`src/rtl/drive_cmd_pkg.sv`:
```
// Shared types and constants for the drive command arbiter: one-hot drive
// commands, telemetry state codes, FSM states and the IR / UART key tables.
package drive_cmd_pkg;

    typedef enum logic [7:0] {
        CMD_IDLE  = 8'h00,
        CMD_FWD   = 8'h02,
        CMD_LEFT  = 8'h08,
        CMD_BRAKE = 8'h10,
        CMD_RIGHT = 8'h20,
        CMD_BACK  = 8'h80
    } drive_cmd_e;

    localparam logic [2:0] STAT_IDLE  = 3'b000;
    localparam logic [2:0] STAT_FWD   = 3'b001;
    localparam logic [2:0] STAT_LEFT  = 3'b010;
    localparam logic [2:0] STAT_BRAKE = 3'b011;
    localparam logic [2:0] STAT_RIGHT = 3'b100;
    localparam logic [2:0] STAT_BACK  = 3'b101;

    typedef enum logic [1:0] {
        S_IDLE    = 2'd0,
        S_DRIVE   = 2'd1,
        S_BLOCKED = 2'd2
    } drive_state_e;

    localparam logic [11:0] IR_KEY_FWD   = 12'hD02;
    localparam logic [11:0] IR_KEY_LEFT  = 12'hB04;
    localparam logic [11:0] IR_KEY_BRAKE = 12'hA05;
    localparam logic [11:0] IR_KEY_RIGHT = 12'h906;
    localparam logic [11:0] IR_KEY_BACK  = 12'h708;

    localparam logic [7:0] UART_KEY_FWD   = 8'h77;  // 'w'
    localparam logic [7:0] UART_KEY_LEFT  = 8'h61;  // 'a'
    localparam logic [7:0] UART_KEY_BRAKE = 8'h20;  // space
    localparam logic [7:0] UART_KEY_RIGHT = 8'h64;  // 'd'
    localparam logic [7:0] UART_KEY_BACK  = 8'h73;  // 's'

    typedef struct packed {
        logic       hit;
        drive_cmd_e cmd;
    } key_decode_t;

    function automatic key_decode_t decode_ir_key(input logic [11:0] key);
        key_decode_t d;
        d.hit = 1'b1;
        d.cmd = CMD_IDLE;
        case (key)
            IR_KEY_FWD:   d.cmd = CMD_FWD;
            IR_KEY_LEFT:  d.cmd = CMD_LEFT;
            IR_KEY_BRAKE: d.cmd = CMD_BRAKE;
            IR_KEY_RIGHT: d.cmd = CMD_RIGHT;
            IR_KEY_BACK:  d.cmd = CMD_BACK;
            default:      d.hit = 1'b0;
        endcase
        return d;
    endfunction

    function automatic key_decode_t decode_uart_key(input logic [7:0] key);
        key_decode_t d;
        d.hit = 1'b1;
        d.cmd = CMD_IDLE;
        case (key)
            UART_KEY_FWD:   d.cmd = CMD_FWD;
            UART_KEY_LEFT:  d.cmd = CMD_LEFT;
            UART_KEY_BRAKE: d.cmd = CMD_BRAKE;
            UART_KEY_RIGHT: d.cmd = CMD_RIGHT;
            UART_KEY_BACK:  d.cmd = CMD_BACK;
            default:        d.hit = 1'b0;
        endcase
        return d;
    endfunction

    function automatic logic [2:0] cmd_to_stat(input drive_cmd_e c);
        logic [2:0] s;
        case (c)
            CMD_FWD:   s = STAT_FWD;
            CMD_LEFT:  s = STAT_LEFT;
            CMD_BRAKE: s = STAT_BRAKE;
            CMD_RIGHT: s = STAT_RIGHT;
            CMD_BACK:  s = STAT_BACK;
            default:   s = STAT_IDLE;
        endcase
        return s;
    endfunction

endpackage

```
`src/rtl/drive_cmd_arbiter_watchdog.sv`:
```
// Command watchdog: counts cycles since the last kick and saturates at
// TERMINAL; expired stays high until the next kick or reset.
module drive_watchdog #(
    parameter int unsigned TERMINAL = 25_000_000
) (
    input  logic clk,
    input  logic reset,
    input  logic kick,
    output logic expired
);

    localparam int CNT_W = (TERMINAL < 2) ? 1 : $clog2(TERMINAL + 1);
    localparam logic [CNT_W-1:0] TERM = CNT_W'(TERMINAL);

    logic [CNT_W-1:0] count;

    // Free-running count since last kick, held at terminal value
    always_ff @(posedge clk) begin
        if (reset || kick) begin
            count <= '0;
        end else if (count != TERM) begin
            count <= count + CNT_W'(1);
        end
    end

    assign expired = (count == TERM);

endmodule

```
`src/rtl/drive_cmd_arbiter.sv`:
```
// Drive command arbiter: merges IR and UART keypresses into a one-hot motor
// command, blocks forward motion near obstacles (with hysteresis) and, when
// DRIVE_CMD_WATCHDOG_EN is defined, falls back to idle after a command
// silence of TIMEOUT_MS.
module drive_cmd_arbiter
    import drive_cmd_pkg::*;
#(
    parameter int         CLK_HZ     = 50_000_000,
    parameter int         TIMEOUT_MS = 500,
    parameter logic [3:0] PROX_STOP  = 4'd12
) (
    input  logic        clk,
    input  logic        reset,
    input  logic        ir_valid,
    input  logic [31:0] ir_data,
    input  logic        rx_valid,
    output logic        rx_ready,
    input  logic [7:0]  rx_byte,
    input  logic [3:0]  prox_status,
    output logic [7:0]  cmd,
    output logic [2:0]  motor_stat,
    output logic        cmd_changed,
    output logic        timeout_flag
);

    localparam logic [3:0] PROX_RELEASE = PROX_STOP - 4'd2;
    localparam longint     WD_CYCLES_L  = (longint'(TIMEOUT_MS) * longint'(CLK_HZ)) / 64'sd1000;

    logic         ir_valid_q;
    logic         ir_event;
    logic         uart_event;
    key_decode_t  ir_key;
    key_decode_t  rx_key;
    logic         evt_valid;
    drive_cmd_e   evt_cmd;
    drive_state_e state;
    drive_state_e state_next;
    drive_cmd_e   latched;
    drive_cmd_e   latched_next;
    drive_cmd_e   cmd_next;
    logic         wd_expired;
    logic         timeout_fire;
    logic         prox_block;
    logic         prox_clear;
    logic         ir_unused;

    assign ir_unused  = ^{ir_data[31:28], ir_data[15:0]};
    assign rx_ready   = ~reset;
    assign ir_event   = ir_valid & ~ir_valid_q;
    assign uart_event = rx_valid & rx_ready;
    assign prox_block = (prox_status >= PROX_STOP);
    assign prox_clear = (prox_status < PROX_RELEASE);

    // Rising-edge detector for the IR data-ready level
    always_ff @(posedge clk) begin
        if (reset) begin
            ir_valid_q <= 1'b0;
        end else begin
            ir_valid_q <= ir_valid;
        end
    end

    // Source arbitration: an IR event always wins and swallows the UART byte
    always_comb begin
        ir_key    = decode_ir_key(ir_data[27:16]);
        rx_key    = decode_uart_key(rx_byte);
        evt_valid = 1'b0;
        evt_cmd   = CMD_IDLE;
        if (ir_event) begin
            evt_valid = ir_key.hit;
            evt_cmd   = ir_key.cmd;
        end else if (uart_event) begin
            evt_valid = rx_key.hit;
            evt_cmd   = rx_key.cmd;
        end
    end

`ifdef DRIVE_CMD_WATCHDOG_EN
    localparam int unsigned WD_CYCLES = WD_CYCLES_L[31:0];

    drive_watchdog #(
        .TERMINAL(WD_CYCLES)
    ) u_watchdog (
        .clk    (clk),
        .reset  (reset),
        .kick   (evt_valid),
        .expired(wd_expired)
    );

    // Timeout flag rises when the watchdog forces idle, clears with the next command
    always_ff @(posedge clk) begin
        if (reset) begin
            timeout_flag <= 1'b0;
        end else if (evt_valid) begin
            timeout_flag <= 1'b0;
        end else if (timeout_fire) begin
            timeout_flag <= 1'b1;
        end
    end
`else
    logic cfg_unused;
    assign cfg_unused   = (WD_CYCLES_L == 64'sd0);
    assign wd_expired   = 1'b0;
    assign timeout_flag = 1'b0;
`endif

    assign timeout_fire = wd_expired && !evt_valid && (state != S_IDLE);

    // FSM state register
    always_ff @(posedge clk) begin
        if (reset) begin
            state   <= S_IDLE;
            latched <= CMD_IDLE;
        end else begin
            state   <= state_next;
            latched <= latched_next;
        end
    end

    // FSM next-state: a new command decides first, then timeout, then proximity
    always_comb begin
        state_next = state;
        case (state)
            S_IDLE: begin
                if (evt_valid) begin
                    state_next = (evt_cmd == CMD_FWD && prox_block) ? S_BLOCKED : S_DRIVE;
                end
            end
            S_DRIVE: begin
                if (evt_valid) begin
                    state_next = (evt_cmd == CMD_FWD && prox_block) ? S_BLOCKED : S_DRIVE;
                end else if (timeout_fire) begin
                    state_next = S_IDLE;
                end else if (latched == CMD_FWD && prox_block) begin
                    state_next = S_BLOCKED;
                end
            end
            S_BLOCKED: begin
                if (evt_valid) begin
                    state_next = (evt_cmd != CMD_FWD || prox_clear) ? S_DRIVE : S_BLOCKED;
                end else if (timeout_fire) begin
                    state_next = S_IDLE;
                end else if (prox_clear) begin
                    state_next = S_DRIVE;
                end
            end
            default: state_next = S_IDLE;
        endcase
    end

    // FSM output decode: the command the motor will see next cycle
    always_comb begin
        latched_next = evt_valid ? evt_cmd : latched;
        case (state_next)
            S_DRIVE:   cmd_next = latched_next;
            S_BLOCKED: cmd_next = CMD_BRAKE;
            default:   cmd_next = CMD_IDLE;
        endcase
    end

    // Registered outputs with a one-cycle pulse whenever the command value moves
    always_ff @(posedge clk) begin
        if (reset) begin
            cmd         <= CMD_IDLE;
            motor_stat  <= STAT_IDLE;
            cmd_changed <= 1'b0;
        end else begin
            cmd         <= cmd_next;
            motor_stat  <= cmd_to_stat(cmd_next);
            cmd_changed <= (cmd_next != cmd);
        end
    end

endmodule
```
`config.mk`:
```
export PLATFORM = sky130hd
export DESIGN_NAME = drive_cmd_arbiter
export DESIGN_NICKNAME = d
export VERILOG_FILES = /design/src/rtl/drive_cmd_pkg.sv /design/src/rtl/drive_cmd_arbiter_watchdog.sv /design/src/rtl/drive_cmd_arbiter.sv
export SDC_FILE = /design/constraint.sdc
export NUM_CORES = 1
export LEC_CHECK = 0
export CELL_PAD_IN_SITES_DETAIL_PLACEMENT = 1
export CELL_PAD_IN_SITES_GLOBAL_PLACEMENT = 1
export CORE_MARGIN = 2
export CORE_UTILIZATION = 34
export DETAILED_ROUTE_END_ITERATION = 8
export MAX_ROUTING_LAYER = met4
export PLACE_DENSITY_LB_ADDON = 0.12
export SYNTH_ARGS = -nofsm -noshare
export SYNTH_HDL_FRONTEND = slang
export SYNTH_SLANG_ARGS = --single-unit
```
`constraint.sdc`:
```
create_clock -name clk -period 6.8 [get_ports clk]
set_clock_uncertainty 0.05 [all_clocks]
set_input_delay 1.7 -clock clk [delete_from_list [all_inputs] [get_ports clk]]
set_output_delay 1.7 -clock clk [all_outputs]
set_load 0.03 [all_outputs]
```
==> metrics.txt <==
WS Path Type=in -> reg; WP data arrival=5820 ps; Initial DRC Count=38; Post-CTS Setup Inserts=0; Antenna Cells=0; Post-synth EDFFs=0; Clock Sinks=23; worst hold path endpoint=latched[2]$_SDFF_PP0_; Worst Path Max Fanout=11; Worst-path clk slew=90 ps; Synth Flop Type=dfxtp_1; DP Area=0.00205 sq mm; global-route wire length before repair=8.20 mm; Worst Hold Depth=2; origin of the critical flop-to-flop path=ir_valid_q$_SDFF_PP0_; DR pass1 iterations=6; post-synthesis async set-or-reset flop share=0; GRT overflow=0; final RePlAce weighted congestion=0.829; initial antenna violation count=0; Finish-stage setup viols=0; Syn Nets=244; fin crit share=0.840; vias in the first global route=1701; Syn. warnings=0; fin nets=284; number of port buffers=39; Layout area overhead=30.1%; synthesized flop and latch total=23; Max Slew Vio Count=0; # placed instances=283; PnR worst setup slack=1090 ps; Seq/Total Area, Yosys=0.286; I/O pins=62; DP HPWL=4.03 mm; Crit. End Element=flop; core area=0.00463 sq mm; pwr/cell area=124 mW/mm^2; Max-cap violations=0; R2R depth=13; area occupied by multi-input gates=0.00108 sq mm; Die Y-Extent=72.8 microns; Register Area=460 sq um; total negative setup slack=0 ps; Final Non-Filler Cells=287; outcome=completed; maximum VDD drop=0.0932 mV; chip width=72.8 microns; reg2reg setup slack=2770 ps; CTS tree=done; # fillers=571; post-CTS sizing=0; worst path required time=6920 ps; Power Total=0.260 mW; Syn Inst Count=194; DIE AREA=0.00530 sq mm; # DRC=0; Max Freq=0.175 GHz; synthesized cell area=0.00161 sq mm; total track usage=0.201; pin count of the biggest net entering global routing=14; Hold Crit Class=reg -> reg; clock buffer count from CTS=3; Worst Tran Pin Value=709 ps; Clock Tree Root=clkbuf_8; fraction of layout cells with a size suffix above 1=0.0815; Hold Vio Cnt, Final=0; initial core utilization=0.348; RSZ-0062 raised after global routing=false; most frequent cells in the layout=clkdlybuf4s50_1 (39), nor2_1 (26), dfxtp_1 (23); crit-path cells=clkdlybuf4s50_1 -> or4bb_1 -> or2_2 -> o31ai_1 -> o221ai_1 -> nand2_1 -> a22o_1 -> inv_1 -> ha_1 -> a21o_1 -> o21ba_1 -> or2_1 -> o2111ai_1 -> a221oi_1; Clock Path Buffers=2; synth unique cells=69; Post-DRT Antenna Nets=0; row cnt=25; drt total wl=4.97 mm; fin area=0.00209 sq mm; Setup WS pre-CTS=807 ps; Avg Inst Size Synth=8.30 sq um; vias per std cell=5.75; Slew HR=0.524; Critical Path Source Type=primary input; RR Endpoint=motor_stat[1]$_SDFF_PP0_; Lkg Pwr=0.745 nW; via count=1649; most common cell after layout, fill and taps aside=clkdlybuf4s50_1; clk_lat worst skew=270 ps; Hold Path Origin=latched[2]$_SDFF_PP0_; Tmin final=5710 ps; # H-tree levels=1; CP max stage cell=o31ai_1; drt wl/cell=17.3 microns; cts hold-fix bufs=0; Max stage delay on crit path=620 ps
## worst max-delay path by stage
stage	end	slack (ps)	from
5_1_grt	motor_stat[1]$_SDFF_PP0_	740	ir_data[24]
3_5_place_dp	motor_stat[1]$_SDFF_PP0_	810	ir_data[24]
3_3_place_gp	motor_stat[1]$_SDFF_PP0_	970	ir_data[24]
4_1_cts	motor_stat[1]$_SDFF_PP0_	1070	ir_data[24]
6_report	motor_stat[1]$_SDFF_PP0_	1090	ir_data[24]
2_1_floorplan	cmd_changed$_SDFF_PP0_	1660	ir_data[21]
## cell families after synthesis
family,after synthesis,synth area share
AND/OR/NAND/NOR,95,0.348
other,1,0.00233
AO/OA/AOI/OAI,47,0.238
flip-flops,23,0.286
adder cells (fa/ha/maj),2,0.0155
multiplexers,5,0.0350
XOR/XNOR,6,0.0326
buffers and inverters,15,0.0427
## critical path, delay by kind of cell
family	cells	cell delay (ps)
simple gates	4	1170
compound gates	7	2000
buf+inv	2	620
fa+ha+maj	1	330
## report_power, final
| part | leakage [nW] | switching (mW) | total [mW] | internal (mW) |
|---|---|---|---|---|
| logic | 0.534 | 0.0184 | 0.0388 | 0.0205 |
| clock network | 0.0255 | 0.0452 | 0.0862 | 0.0410 |
| registers | 0.185 | 0.000242 | 0.135 | 0.135 |
## per-layer routing
layer  track usage  routed length, microns
met4        0.0247                      31
met3        0.0359                     255
met5             -                       0
met1         0.261                    2280
met2         0.338                    2410
## Yosys cell counts, drive strengths merged (3+ instances only)
cell type  count  area share
a21oi          6       0.021
a31oi          4       0.016
and3           3       0.012
buf            3       0.015
clkbuf         3      0.0070
dfxtp         23        0.29
inv            9       0.021
mux2i          3       0.019
nand2          9       0.021
nand2b         7       0.027
nand3          7       0.022
nand4          4       0.016
nor2          26       0.061
nor3           8       0.028
nor4           6       0.023
nor4b          3       0.030
o21ai          7       0.022
o31ai          3       0.023
or2            6       0.023
xnor2          6       0.033
## through the flow
step	util	hold slack, ps
detailed placement	0.442	496
global placement	0.442	466
floorplan	-	453
global route	0.452	536
CTS	0.452	509
finish	0.452	509
## area by class of cell
| type | instances | share of cell area |
|---|---|---|
| Clock inverter | 1 | 0.00239 |
| Inverter | 9 | 0.0161 |
| Clock buffer | 3 | 0.0197 |
| Sequential cell | 23 | 0.220 |
| Multi-Input combinational cell | 156 | 0.516 |
| Timing Repair Buffer | 41 | 0.194 |
| Tap cell | 54 | 0.0323 |
## flip-flops by register name, summed over array words and instances (netlist names)
name	count
cmd_changed	1
ir_valid_q	1
cmd	8
state	2
latched	8
motor_stat	3
No activity file was read; power rests on OpenSTA's default activity.
